==> config.mk <==
export PLATFORM = sky130hd
export DESIGN_NAME = bru_pred
export DESIGN_NICKNAME = d
export VERILOG_FILES = /design/src/rtl/bru_pred.sv
export SDC_FILE = /design/constraint.sdc
export NUM_CORES = 1
export LEC_CHECK = 0
export BUFFER_PORTS_ARGS = -buffer_cell sky130_fd_sc_hd__clkbuf_2
export CELL_PAD_IN_SITES_DETAIL_PLACEMENT = 0
export CELL_PAD_IN_SITES_GLOBAL_PLACEMENT = 1
export CORE_MARGIN = 5
export CORE_UTILIZATION = 42
export DETAILED_ROUTE_END_ITERATION = 8
export PLACE_DENSITY_LB_ADDON = 0.1
export SLEW_MARGIN = 5
export SYNTH_ARGS = -nofsm -noshare
export SYNTH_HDL_FRONTEND = slang
export SYNTH_SLANG_ARGS = --single-unit
==> constraint.sdc <==
create_clock -name clk_i -period 7.3 [get_ports clk_i]
set_clock_uncertainty 0.2 [all_clocks]
set_input_delay 0.73 -clock clk_i [delete_from_list [all_inputs] [get_ports clk_i]]
set_output_delay 0.73 -clock clk_i [all_outputs]
set_load 0.01 [all_outputs]
==> src/rtl/bru_pred.sv <==
`default_nettype none
// ============================================================================
// Module   : bru_pred
// Purpose  : EX-stage branch resolution with a bimodal 2-bit BHT for IF.
//            Optional performance counters are enabled by BRU_PERF_CNT_EN.
// Revision : 1.0 - initial release
// ============================================================================
module bru_pred #(
    parameter int XLEN      = 32,
    parameter int BHT_DEPTH = 64,
    parameter int CNT_W     = 32
) (
    input  logic             clk_i,
    input  logic             rst_ni,
    input  logic [XLEN-1:0]  if_pc_i,
    output logic             pred_taken_o,
    input  logic             ex_valid_i,
    input  logic [XLEN-1:0]  ex_pc_i,
    input  logic [XLEN-1:0]  ex_target_i,
    input  logic             ex_pred_taken_i,
    input  logic [XLEN-1:0]  rs1_data_i,
    input  logic [XLEN-1:0]  rs2_data_i,
    input  logic             is_br_i,
    input  logic             is_uncbr_i,
    input  logic [2:0]       func3_i,
    output logic             pc_sel_o,
    output logic             mispredict_o,
    output logic [XLEN-1:0]  redirect_pc_o,
    output logic [CNT_W-1:0] br_cnt_o,
    output logic [CNT_W-1:0] mispred_cnt_o
);

    localparam int              IDX_W    = $clog2(BHT_DEPTH);
    localparam logic [XLEN-1:0] c_pc_inc = XLEN'(4);

    logic [XLEN:0]      w_diff;
    logic               w_eq;
    logic               w_ltu;
    logic               w_ovf;
    logic               w_lt;
    logic               w_cond;
    logic               w_f3_valid;
    logic               w_taken;
    logic               w_bht_we;
    logic [IDX_W-1:0]   w_ex_idx;
    logic [IDX_W-1:0]   w_if_idx;
    logic [1:0]         w_bht_cur;
    logic [1:0]         w_bht_nxt;
    logic               w_unused;
    logic [1:0]         r_bht [BHT_DEPTH];

    // Single subtractor serves all six conditions: rs1 - rs2 with carry-out.
    assign w_diff = {1'b0, rs1_data_i} + {1'b0, ~rs2_data_i} + {{XLEN{1'b0}}, 1'b1};
    assign w_eq   = (w_diff[XLEN-1:0] == '0);
    assign w_ltu  = ~w_diff[XLEN];
    assign w_ovf  = (rs1_data_i[XLEN-1] ^ rs2_data_i[XLEN-1]) &
                    (w_diff[XLEN-1] ^ rs1_data_i[XLEN-1]);
    assign w_lt   = w_diff[XLEN-1] ^ w_ovf;

    always_comb begin
        w_cond     = 1'b0;
        w_f3_valid = 1'b1;
        case (func3_i)
            3'b000:  w_cond = w_eq;
            3'b001:  w_cond = ~w_eq;
            3'b100:  w_cond = w_lt;
            3'b101:  w_cond = ~w_lt;
            3'b110:  w_cond = w_ltu;
            3'b111:  w_cond = ~w_ltu;
            default: w_f3_valid = 1'b0;
        endcase
    end

    assign w_taken       = ex_valid_i & (is_uncbr_i | (is_br_i & w_cond));
    assign pc_sel_o      = w_taken;
    assign mispredict_o  = ex_valid_i & (is_br_i | is_uncbr_i) & (w_taken != ex_pred_taken_i);
    assign redirect_pc_o = w_taken ? ex_target_i : (ex_pc_i + c_pc_inc);

    assign w_ex_idx  = ex_pc_i[IDX_W+1:2];
    assign w_if_idx  = if_pc_i[IDX_W+1:2];
    assign w_bht_we  = ex_valid_i & is_br_i & ~is_uncbr_i & w_f3_valid;
    assign w_bht_cur = r_bht[w_ex_idx];
    // Only the lookup index bits of the fetch PC matter.
    assign w_unused  = ^if_pc_i;

    always_comb begin
        w_bht_nxt = w_bht_cur;
        if (w_taken) begin
            if (w_bht_cur != 2'b11) w_bht_nxt = w_bht_cur + 2'b01;
        end else begin
            if (w_bht_cur != 2'b00) w_bht_nxt = w_bht_cur - 2'b01;
        end
    end

    always_ff @(posedge clk_i or negedge rst_ni) begin
        if (!rst_ni) begin
            for (int i = 0; i < BHT_DEPTH; i++) r_bht[i] <= 2'b01;
        end else if (w_bht_we) begin
            r_bht[w_ex_idx] <= w_bht_nxt;
        end
    end

    // No bypass: a same-cycle write to this index is seen next cycle.
    assign pred_taken_o = r_bht[w_if_idx][1];

`ifdef BRU_PERF_CNT_EN
    localparam logic [CNT_W-1:0] c_cnt_one = {{(CNT_W-1){1'b0}}, 1'b1};

    logic             w_br_evt;
    logic [CNT_W-1:0] r_br_cnt;
    logic [CNT_W-1:0] r_mispred_cnt;

    assign w_br_evt = ex_valid_i & ((is_br_i & w_f3_valid) | is_uncbr_i);

    always_ff @(posedge clk_i or negedge rst_ni) begin
        if (!rst_ni) begin
            r_br_cnt      <= '0;
            r_mispred_cnt <= '0;
        end else begin
            if (w_br_evt && (r_br_cnt != '1))          r_br_cnt      <= r_br_cnt + c_cnt_one;
            if (mispredict_o && (r_mispred_cnt != '1)) r_mispred_cnt <= r_mispred_cnt + c_cnt_one;
        end
    end

    assign br_cnt_o      = r_br_cnt;
    assign mispred_cnt_o = r_mispred_cnt;
`else
    assign br_cnt_o      = '0;
    assign mispred_cnt_o = '0;
`endif

endmodule
`default_nettype wire

==> impl_metrics.toml <==
[routing]
drc = 0
drtIter0Drc = 509
viasPerCell = 5.45
first_pass_iters = 5
ant_nets = 0
drt-wirelength-per-cell_um = 19.0
wirelength_um = 29800
num_vias = 8553

[timing]
rsz0062_at_grt = "true"
finalWorstSetupSlack_ns = 0.279
hold_viol = 0
final.period_utilization_pct = 96.2
setup_viol = 0
tightest_slew_ns = 1.15
min_period_ns = 7.02
drv_slew = 0
slew_headroom_pct = 22.6
fmax_mhz = 142

[synthesis]
synth-seq-cells = 128
synth_top_cell_by_area = "dfstp_2"
synth.top_cells.by_count = "136 x mux2_2, 109 x nand2_1, 64 x buf_4, 64 x dfrtp_1, 64 x dfstp_2"
netlist_instances = 1035
synth.most_common_cell = "mux2_2"
ys_seq_area_share_pct = 31.6
synth_edf_count = 0
synth.area.top_cells = "dfstp_2 16%, dfrtp_1 15%, mux2_2 15%"
async_reset_ff_share_pct = 100
synth_ff_type = "dfstp_2"
synth_cell_types = 74
synth_warnings = 0
syn_area_per_cell_um2 = 10.0
yosysTopAreaCellShare_pct = 16.2
syn-cell-area_um2 = 10400

[floorplan]
coreArea_um2 = 24300
io_pins = 268
fp.dieH_um = 167
rows = 57
start_util_pct = 42.7
die_w_um = 167
dieArea_um2 = 27900

[grt]
grt_usage_pct = 20.7
antenna_found_initial = 0
grt_pass1_vias = 8450
grt_max_degree = 68
grt_overflow = 0
grt_first_pass_wirelength_um = 46700

[placement]
dpl.cell_count = 1530
pre_cts_ws_ns = -0.493
io_buffer_count = 177
dp_hpwl_um = 21700
gp_congestion = 0.819

[pwr]
power_density_nw_per_um2 = 164
vdd_drop_max_mv = 0.175
leakagePower_uw = 0.00572

[clock_tree]
cts_tree = "yes"
clockBufferDepth = 2
cts_root_buf = "clkbuf_16"
ctsHtreeMaxLevel = 4
cts_hold_buffers = 0
clk_pin_slew_ns = 0.06
numCtsBuffers = 17
clk_latency_ns = 0.43
cts_sinks = 128

[run]
drv_cap = 0

[critical_path]
cp.arrival_ns = 6.09
worstPathRequired_ns = 6.37
critical_path_buf_inv_count = 4
crit_type = "in2out"
r2r_slack_ns = 4.01
critPathTopFamily = "compound AO/OA/AOI/OAI gates"
path_max_fanout = 6
cpPeakStageDelay_ns = 0.52
cp_slowest_cell = "fa_1"
end_kind = "output pin"
cp-start-kind = "primary input"

[final_layout]
largest_reg_flops = 128
areaGrowthSynthToFinish_pct = 20.0
ff_latch_area_um2 = 3280
diodes = 0
regMostFlops = "r_bht"
n_fill_cell = 2307
layout-drive-gt1-share_pct = 44.7
reg_top3 = "r_bht: 128 flops"
final_cells = 1569
multiInputGateArea_um2 = 6490
nNetsFinal = 1436

[status]
status = "completed"

[worst_hold_path]
hold_path.class = "in2async"
==> layout by cell type (no fill, tap or decap), types with 28 or more instances in the layout <==
master / n
xnor2_1: 28
nand2_1: 109
conb_1: 64
nor2_1: 48
buf_4: 51
clkbuf_2: 155
dfrtp_1: 64
inv_1: 41
a21oi_1: 35
dfstp_2: 64
ha_1: 29
mux2_2: 136
mux2_4: 29
==> through the flow <==
step	util (%)	power, µW	hold slack [ns]	TNS (ns)	area, µm²
2_1_floorplan	-	1060	0.234	0	10600
3_3_place_gp	47.4	1210	0.316	-16.48	11500
3_5_place_dp	47.4	1210	0.321	-15.72	11500
4_1_cts	49.8	2020	0.220	0	12100
5_1_grt	51.2	2150	0.244	-1.41	12500
6_report	51.2	2050	0.201	0	12500
==> logic make-up after synthesis <==
group,share of synthesized area [%]
fa+ha+maj,4.37
flops,31.6
buf+inv,9.45
other cells,0.0361
compound gates,13.8
xor+xnor,3.63
simple gates,12.3
mux,24.7
==> routing by layer <==
metal	part of all wire [%]	routed length (µm)	GRT usage, %
met1	44	13100	29.0
met2	49	14500	34.0
met3	6.1	1820	3.91
met4	1.0	297	3.71
met5	0	0	0
==> timing repair <==
action,in CTS,in global routing
pin swaps,2,13
gates cloned,0,3
setup endpoints to repair,34,34
gates resized for setup,6,64
setup buffers,0,5
==> cell type report <==
type / count / area share, %
sequential: 128 / 26.4
clock buffer: 19 / 3.56
inverter: 45 / 1.40
multi-input combinational: 805 / 52.1
tap: 324 / 3.25
timing repair buffer: 235 / 12.4
clock inverter: 13 / 0.904
==> worst paths after layout <==
path / start / endpoint / depth (start not counted)
worst max-delay path: rs2_data_i[1] / redirect_pc_o[2] / 28
worst min-delay path: rst_ni / r_bht[61] / 1
worst max register to register: r_bht[119] / r_bht[51] / 11
worst min register to register: r_bht[121] / r_bht[121] / 1
max in group asynchronous: rst_ni / r_bht[53] / 2
min in group clk_i: r_bht[121] / r_bht[121] / 1
==> power by group <==
group,total (µW),internal (µW),switching (µW)
clock network,806,476,330
registers,732,727,5.53
logic,508,226,281
==> worst reg2reg max path: stages (launching register included) <==
cell and delay [ns]:
dfrtp_1 0.41, a22o_1 0.21, a221oi_1 0.22, nand3_1 0.12
o21ai_0 0.33, o22a_1 0.19, nor2_1 0.04, a221oi_1 0.48
o2111a_1 0.36, a31oi_4 0.05, buf_12 0.22, mux2_2 0.33
(Power assumes the default switching activity.)
